[config.mk]
export PLATFORM = sky130hd
export DESIGN_NAME = seq_mul_unit
export DESIGN_NICKNAME = d
export VERILOG_FILES = /design/src/rtl/alu_pkg.sv /design/src/rtl/seq_mul_core.sv /design/src/rtl/seq_mul_unit.sv
export SDC_FILE = /design/constraint.sdc
export NUM_CORES = 1
export LEC_CHECK = 0
export BUFFER_PORTS_ARGS = -buffer_cell sky130_fd_sc_hd__clkbuf_2
export CAP_MARGIN = 10
export CELL_PAD_IN_SITES_DETAIL_PLACEMENT = 0
export CELL_PAD_IN_SITES_GLOBAL_PLACEMENT = 1
export CORE_MARGIN = 8
export CORE_UTILIZATION = 41
export DETAILED_ROUTE_END_ITERATION = 16
export PLACE_DENSITY_LB_ADDON = 0.1
export SYNTH_ARGS = -nofsm -noshare
export SYNTH_HDL_FRONTEND = slang
export SYNTH_HIERARCHICAL = 1
export SYNTH_SLANG_ARGS = --single-unit
[constraint.sdc]
create_clock -name clk -period 2.32 [get_ports clk]
set_input_delay 0.348 -clock clk [delete_from_list [all_inputs] [get_ports clk]]
set_output_delay 0.348 -clock clk [all_outputs]
set_load 0.02 [all_outputs]
[src/rtl/alu_pkg.sv]
// Shared definitions for the multi-cycle functional units beside the ALU.
package alu_pkg;

  typedef enum logic [1:0] {
    IDLE   = 2'd0,
    CALC   = 2'd1,
    FINISH = 2'd2
  } mul_state_e;

  // Iteration counter must reach WIDTH itself, hence WIDTH+1 states.
  function automatic int cnt_width(input int width);
    return $clog2(width + 1);
  endfunction

endpackage

[src/rtl/seq_mul_core.sv]
// Shift-add datapath: one partial product per step on unsigned magnitudes.
module seq_mul_core
  import alu_pkg::*;
#(
  parameter int WIDTH = 8,
  parameter int CNT_W = cnt_width(WIDTH)
) (
  input  logic               clk,
  input  logic               rst_n,
  input  logic               load,
  input  logic               step,
  input  logic [WIDTH-1:0]   a_mag,
  input  logic [WIDTH-1:0]   b_mag,
  input  logic [CNT_W-1:0]   cnt_init,
  output logic [2*WIDTH-1:0] acc,
  output logic               last
);

  logic [2*WIDTH-1:0] acc_q;
  logic [2*WIDTH-1:0] mcand_q;
  logic [WIDTH-1:0]   mult_q;
  logic [CNT_W-1:0]   cnt_q;

  always_ff @(posedge clk or negedge rst_n) begin
    if (!rst_n) begin
      acc_q   <= '0;
      mcand_q <= '0;
      mult_q  <= '0;
      cnt_q   <= '0;
    end else if (load) begin
      acc_q   <= '0;
      mcand_q <= {{WIDTH{1'b0}}, a_mag};
      mult_q  <= b_mag;
      cnt_q   <= cnt_init;
    end else if (step) begin
      if (mult_q[0]) begin
        acc_q <= acc_q + mcand_q;
      end
      mcand_q <= mcand_q << 1;
      mult_q  <= mult_q >> 1;
      cnt_q   <= cnt_q + 1'b1;
    end
  end

  assign acc  = acc_q;
  // High during the step that performs the final iteration.
  assign last = (cnt_q == CNT_W'(WIDTH - 1));

endmodule

[src/rtl/seq_mul_unit.sv]
// Sequential multiplier unit: handshake FSM, sign handling and ALU-style flags.
module seq_mul_unit
  import alu_pkg::*;
#(
  parameter int WIDTH      = 8,
  parameter bit EARLY_ZERO = 1'b1
) (
  input  logic               clk,
  input  logic               rst_n,
  input  logic               start,
  input  logic               signed_op,
  input  logic [WIDTH-1:0]   A,
  input  logic [WIDTH-1:0]   B,
  output logic               busy,
  output logic               done,
  output logic [2*WIDTH-1:0] P,
  output logic [WIDTH-1:0]   O,
  output logic               OF_UND,
  output logic               ZERO,
  output logic               ERR
);

  localparam int CNT_W = cnt_width(WIDTH);
  localparam int PW    = 2 * WIDTH;

  // -2^(W-1) maps to 2^(W-1), which still fits the unsigned WIDTH-bit magnitude.
  function automatic logic [WIDTH-1:0] magnitude(input logic [WIDTH-1:0] v,
                                                 input logic             is_signed);
    return (is_signed && v[WIDTH-1]) ? -v : v;
  endfunction

  function automatic logic overflow(input logic [PW-1:0] p, input logic is_signed);
    logic [WIDTH:0] upper;
    upper = p[PW-1:WIDTH-1];
    if (is_signed) begin
      return !((&upper) || !(|upper));
    end
    return |p[PW-1:WIDTH];
  endfunction

  mul_state_e         state_q, state_d;
  logic               load, step, finish;
  logic               sign_q, signed_q;
  logic               is_zero;
  logic [CNT_W-1:0]   cnt_init;
  logic [PW-1:0]      acc;
  logic               last;
  logic [PW-1:0]      p_next;
  logic [PW-1:0]      p_q;
  logic               of_q, zero_q, done_q, err_q;

  assign is_zero = EARLY_ZERO && ((A == '0) || (B == '0));
  // A zero operand starts on the final iteration, so CALC lasts one cycle.
  assign cnt_init = is_zero ? CNT_W'(WIDTH - 1) : '0;

  always_ff @(posedge clk or negedge rst_n) begin
    if (!rst_n) begin
      state_q <= IDLE;
    end else begin
      state_q <= state_d;
    end
  end

  always_comb begin
    state_d = state_q;
    load    = 1'b0;
    step    = 1'b0;
    finish  = 1'b0;
    case (state_q)
      IDLE: begin
        if (start) begin
          load    = 1'b1;
          state_d = CALC;
        end
      end
      CALC: begin
        step = 1'b1;
        if (last) begin
          state_d = FINISH;
        end
      end
      FINISH: begin
        finish  = 1'b1;
        state_d = IDLE;
      end
      default: state_d = IDLE;
    endcase
  end

  assign busy = (state_q != IDLE);

  seq_mul_core #(
    .WIDTH (WIDTH),
    .CNT_W (CNT_W)
  ) u_core (
    .clk      (clk),
    .rst_n    (rst_n),
    .load     (load),
    .step     (step),
    .a_mag    (magnitude(A, signed_op)),
    .b_mag    (magnitude(B, signed_op)),
    .cnt_init (cnt_init),
    .acc      (acc),
    .last     (last)
  );

  assign p_next = sign_q ? -acc : acc;

  always_ff @(posedge clk or negedge rst_n) begin
    if (!rst_n) begin
      sign_q   <= 1'b0;
      signed_q <= 1'b0;
      p_q      <= '0;
      of_q     <= 1'b0;
      zero_q   <= 1'b0;
      done_q   <= 1'b0;
      err_q    <= 1'b0;
    end else begin
      done_q <= finish;
      err_q  <= start && busy;
      if (load) begin
        sign_q   <= signed_op && (A[WIDTH-1] ^ B[WIDTH-1]);
        signed_q <= signed_op;
      end
      // Results hold until the next completion, not cleared on accept.
      if (finish) begin
        p_q    <= p_next;
        of_q   <= overflow(p_next, signed_q);
        zero_q <= (p_next == '0);
      end
    end
  end

  assign done   = done_q;
  assign ERR    = err_q;
  assign P      = p_q;
  assign O      = p_q[WIDTH-1:0];
  assign OF_UND = of_q;
  assign ZERO   = zero_q;

endmodule
# Yosys cells after proc, flatten, opt, wreduce, memory -nomap -nowiden
# Index checks and enable logic that the tools add are counted.
[word_totals]
wordCells = 67
in_bits = 20
regBits = 68
output_inout_bits = 29
[op_classes]
muxes = 24
n_reduce_logical = 20
n_eq_ne = 5
bitwise_logic = 1
addsub = 5
[ops]
columns = ["operator", "n"]
rows = [
  ["16-bit 2-to-1 mux", 6],
  ["8-bit 2-to-1 mux", 4],
  ["16-bit adder", 1],
  ["16-bit zero test", 1],
  ["8-bit zero test", 2],
  ["16-bit negation", 1],
  ["8-bit negation", 2],
  ["9-bit AND reduction", 1],
  ["9-bit OR reduction", 1],
  ["1-bit 2-to-1 mux", 8],
  ["4-bit 2-to-1 mux", 2],
  ["8-bit OR reduction", 1],
  ["2-bit nonzero test", 3],
  ["4-bit by 1-bit adder with 4-bit output, second input constant", 1],
  ["4-bit by 3-bit equality test with 1-bit output, second input constant", 1],
  ["1-bit logical AND", 4],
  ["2-bit 2-to-1 mux", 2],
  ["2-bit inequality test, second input constant", 2],
  ["2-bit one-hot mux with 2 select lines", 1],
  ["2-bit AND reduction", 2],
  ["3-bit 2-to-1 mux", 1],
  ["2-bit by 1-bit equality test with 1-bit output, second input constant", 1],
  ["2-bit equality test, second input constant", 1],
  ["1-bit zero test", 2],
  ["3 further kinds", 4],
]

# Longest topological paths before layout
[logic_depth]
word_depth = 8
mapped_depth = 9
ltp_nobuf = 9

# Hierarchy
# Netlist, hierarchy kept.
[modules_own_cells]
columns = ["module", "cells_each", "area_each_um2", "seq_area_each_um2", "n_inst"]
rows = [
  ["seq_mul_core", 280, 2633.8, 1101.1, 1],
  ["seq_mul_unit", 239, 1914.3, 600.6, 1],
]

# Least setup slack after synthesis
# OpenSTA, ideal clock, no wires.
[synth_path]
path_type = "flip-flop to flip-flop"
from = "register u_core.acc_q[0], in the netlist u_core/acc[0]"
to = "register u_core.acc_q[14], in the netlist u_core/acc[14]"
stages_incl_launch_ff = 10
period_less_slack_ns = 2.457
n_path_buf = 0
path_slack_ns = -0.137
t_arrival_ns = 2.335
cell_sequence = "dfrtp_1 -> ha_1 -> inv_1 -> fa_1 -> nor2b_4 -> o31a_1 -> o21a_1 -> o2111a_1 -> or4_1 -> a32o_1"
[synth_between]
elab_chain_len = 4
[synth_rtl]
columns = ["element", "line_no", "rtl"]
rows = [
  ["from (decl)", "seq_mul_core.sv:19", "logic [2*WIDTH-1:0] acc_q;"],
  ["from (signal assigned)", "seq_mul_core.sv:37", "acc_q <= acc_q + mcand_q;"],
  ["16-bit adder", "seq_mul_core.sv:37", ""],
  ["16-bit 2-to-1 mux", "seq_mul_core.sv:36", "if (mult_q[0]) begin"],
  ["16-bit 2-to-1 mux", "seq_mul_core.sv:35", "end else if (step) begin"],
  ["16-bit 2-to-1 mux", "seq_mul_core.sv:30", "end else if (load) begin"],
]
# Every way passes these cells. The select of a mux whose other input is x is not followed.
# A chain may end at the register's enable or synchronous reset.

# Final worst setup path
# Ends and elaborated chain as after synthesis.

==> summary.md <==
| Metric | Value |
|---|---|
| Post-synth EDFFs | 0 |
| RSZ-0062 raised after global routing | true |
| WS Path Type | reg2reg |
| Largest family of logic cells by synthesized area | simple AND/OR/NAND/NOR gates |
| Pin count of the biggest net entering global routing | 69 |
| Worst setup EP type | flop |
| Reg clk slew, reported paths | 0.07 ns |
| Layout cells sized above 1 | 29.8% |
| Syn. warnings | 6 |
| Layout area overhead | 28.9% |
| Fin cells | 764 |
| Row count | 38 |
| Vias in the first global route | 3898 |
| # port buffers | 48 |
| Die area | 14700 sq um |
| Synth Area in Compound Gates | 19.1% |
| Starting density of the core | 42.0% |
| Io pins | 49 |
| Final setup viols | 6 |
| Max-Cap Viols | 0 |
| Drt drc | 0 |
| Num CTS Buffers | 9 |
| Worst Path Required | 2.57 ns |
| FF+latch count, synth | 68 |
| CTS tree | built |
| GRT overflow | 0 |
| Failing checks | hold timing, setup timing |
| Nets@finish | 660 |
| Hold Slack | -0.00163 ns |
| Root Buffer | clkbuf_8 |
| CP max FO | 2 |
| Cell taking the most area after synthesis | dfrtp_1 |
| Die height | 121 um |
| Period minus WS final | 2.39 ns |
| Worst-Skew Late Latency | 0.36 ns |
| WL/cell | 15.0 um |
| P_leak | 2.76 nW |
| Max-slew violation count | 0 |
| Max transition margin | 60.9% |
| DR pass1 iterations | 4 |
| Total power | 0.00751 W |
| Worst Setup SP | u_core/acc[0] |
| Mapped Avg Cell Area | 8.76 sq um |
| Power per cell area | 1280 nW/um^2 |
| Top cell type's share of synthesized area | 37.4% |
| Gr usage total | 16.1% |
| Remaining antenna violation count | 0 |
| Die width | 121 um |
| Post-Syn Instances | 519 |
| R2R depth | 9 |
| Xor and xnor area share after synthesis | 6.16% |
| Final wirelength | 11.5 mm |
| Ant diodes | 0 |
| Final Skew | 0.00858 ns |
| Mux contribution to synthesized area | 6.74% |
| Crit Reg-Reg Startpoint | u_core/acc[0] |
| Vias/cell | 5.16 |
| Worst VDD drop | 0.564 mV |
| Critical path startpoint category | flop |
| Via count | 3940 |
| Fin crit share | 103% |
| Top_reg_cell synth | dfrtp_1 |
| Worst R2R End | u_core/acc[14] |
| DP HPWL | 8.73 mm |
| Fin. Hold Viols | 3 |
| Min setup slack post-route | -0.0668 ns |
| H-tree depth | 3 |
| Reg2Reg Setup Slack | -0.07 ns |
| Clock sinks | 68 |
| Asr flop ratio synth | 100% |
| Critical path data arrival time | 2.63 ns |
| # placed instances | 739 |
| Core Area | 10800 sq um |
| Max Freq | 419 MHz |
| Post-synthesis sequential area ratio | 37.4% |
| Post-Syn Nets | 560 |
| Worst-Margin Slew | 0.585 ns |
| Most frequent cells in the layout | 72 x buf_4, 66 x dfrtp_1, 63 x nand2_1, 54 x o21ai_0, 47 x clkbuf_2 |
| Detailed Route Iter0 Violations | 241 |
| Routability cong. | 0.903 |
| Final setup TNS | -0.230 ns |
| Status | finished with violations |
| Deepest clock path buffer count | 2 |
| Antenna violations before repair | 0 |
| Area contributors post-synth | dfrtp_1 37%, o21ai_0 6.4%, ha_1 5.5%, mux2i_1 5.5%, nand2_1 5.2% |
| Most common cell after layout, fill and taps aside | buf_4 |
| Count of different cell masters after synthesis | 60 |
| Post-Synth Simple-Gate Area | 19.1% |
| Mapped Area | 4550 sq um |
| Post-CTS Hold Buffers | 0 |
| First-pass GRT wire length | 19.3 mm |
| Post-synthesis adder-cell area fraction | 5.94% |
| HP Class | in2async |
| Worst Setup EP | u_core/acc[14] |
-- sequential cells by signal, indices dropped and copies added (netlist names) --
| signal | flops |
|---|---|
| sign_q | 1 |
| P | 16 |
| u_core/mult_q | 8 |
| done | 1 |
| state_q | 2 |
| OF_UND | 1 |
| u_core/mcand_q | 16 |
| u_core/cnt_q | 4 |
| ERR | 1 |
| ZERO | 1 |
| u_core/acc | 16 |
| signed_q | 1 |
-- layout make-up --
type,count,area (sq um)
fillers,1014,4980
well taps,140,175
repair buffers,125,851
multi-input cells,397,2840
flip-flops and latches,68,1700
clock inverters,6,88.8
clock buffers,10,128
inverters,18,70.1
-- worst min-delay path by stage --
stage / depth (start not counted) / startpoint / end / slack, ns
6_report: 2 / rst_n / P[13] / -0.002
3_3_place_gp: 2 / rst_n / P[15] / 0.40
4_1_cts: 2 / rst_n / ERR / 0.003
3_5_place_dp: 2 / rst_n / P[9] / 0.40
2_1_floorplan: 0 / rst_n / ERR / 0.05
5_1_grt: 2 / rst_n / signed_q / 0.02
-- kinds of logic after synthesis --
family                     count (synthesis)
and+or+nand+nor                          175
AOI/OAI and AO/OA                        138
DFF                                       68
buffers and inverters                     54
xor gates and xnor gates                  32
muxes                                     30
adders and majority gates                 21
other                                      1
-- critical path, stage by stage (launching register included) --
cell	delay, ns
dfrtp_1	0.39
ha_2	0.20
inv_2	0.05
fa_2	0.22
nor2b_4	0.05
o31a_1	0.27
o21a_1	0.19
o2111a_1	0.24
or4_1	0.40
a32o_1	0.26
-- cells in the mapped netlist, types with 4 or more instances --
library cell	n
nor2b_1	5
nand4_1	6
nand2b_1	7
buf_4	8
mux2i_1	25
a31oi_1	5
o21a_1	5
inv_1	18
nor2_1	40
or3_1	5
o21ai_0	58
ha_1	20
xnor2_1	11
nand3_1	5
a211oi_1	10
nand2_1	63
dfrtp_1	68
clkbuf_1	22
mux2_2	4
or4_1	5
nor4_1	5
xor2_1	21
nor3_1	12
a21oi_1	27
a21o_1	6
-- where the power goes --
part | internal, W | total (W) | switching [W]
Clock | 0.000604 | 0.00107 | 0.000467
Combinational | 0.00215 | 0.00445 | 0.00230
Sequential | 0.00159 | 0.00200 | 0.000405
-- stage by stage --
stage                     cell area (sq um)  setup slack (ns)  util, %
final                                  5860           -0.0668     54.1
after global routing                   5860            -0.159     54.1
after CTS                              5730            -0.143     52.9
after detailed placement               5330            -0.162     49.1
after global placement                 5330            -0.129     49.1
after floorplan                        4570           -0.0994        -
-- metal layers --
metal	global-route usage [%]	wire [um]	vias up
li1	-	-	2047
met2	25.2	5260	61
met1	21.5	5600	1822
met3	3.58	498	10
met5	0	0	-
met4	5.63	116	0
-- timing repair --
item,CTS,global route
cloned,0,0
gates resized for setup,22,21
setup endpoints to repair,6,8
buffers inserted,7,3
pin swaps,20,17
No activity file was read; power rests on OpenSTA's default activity.
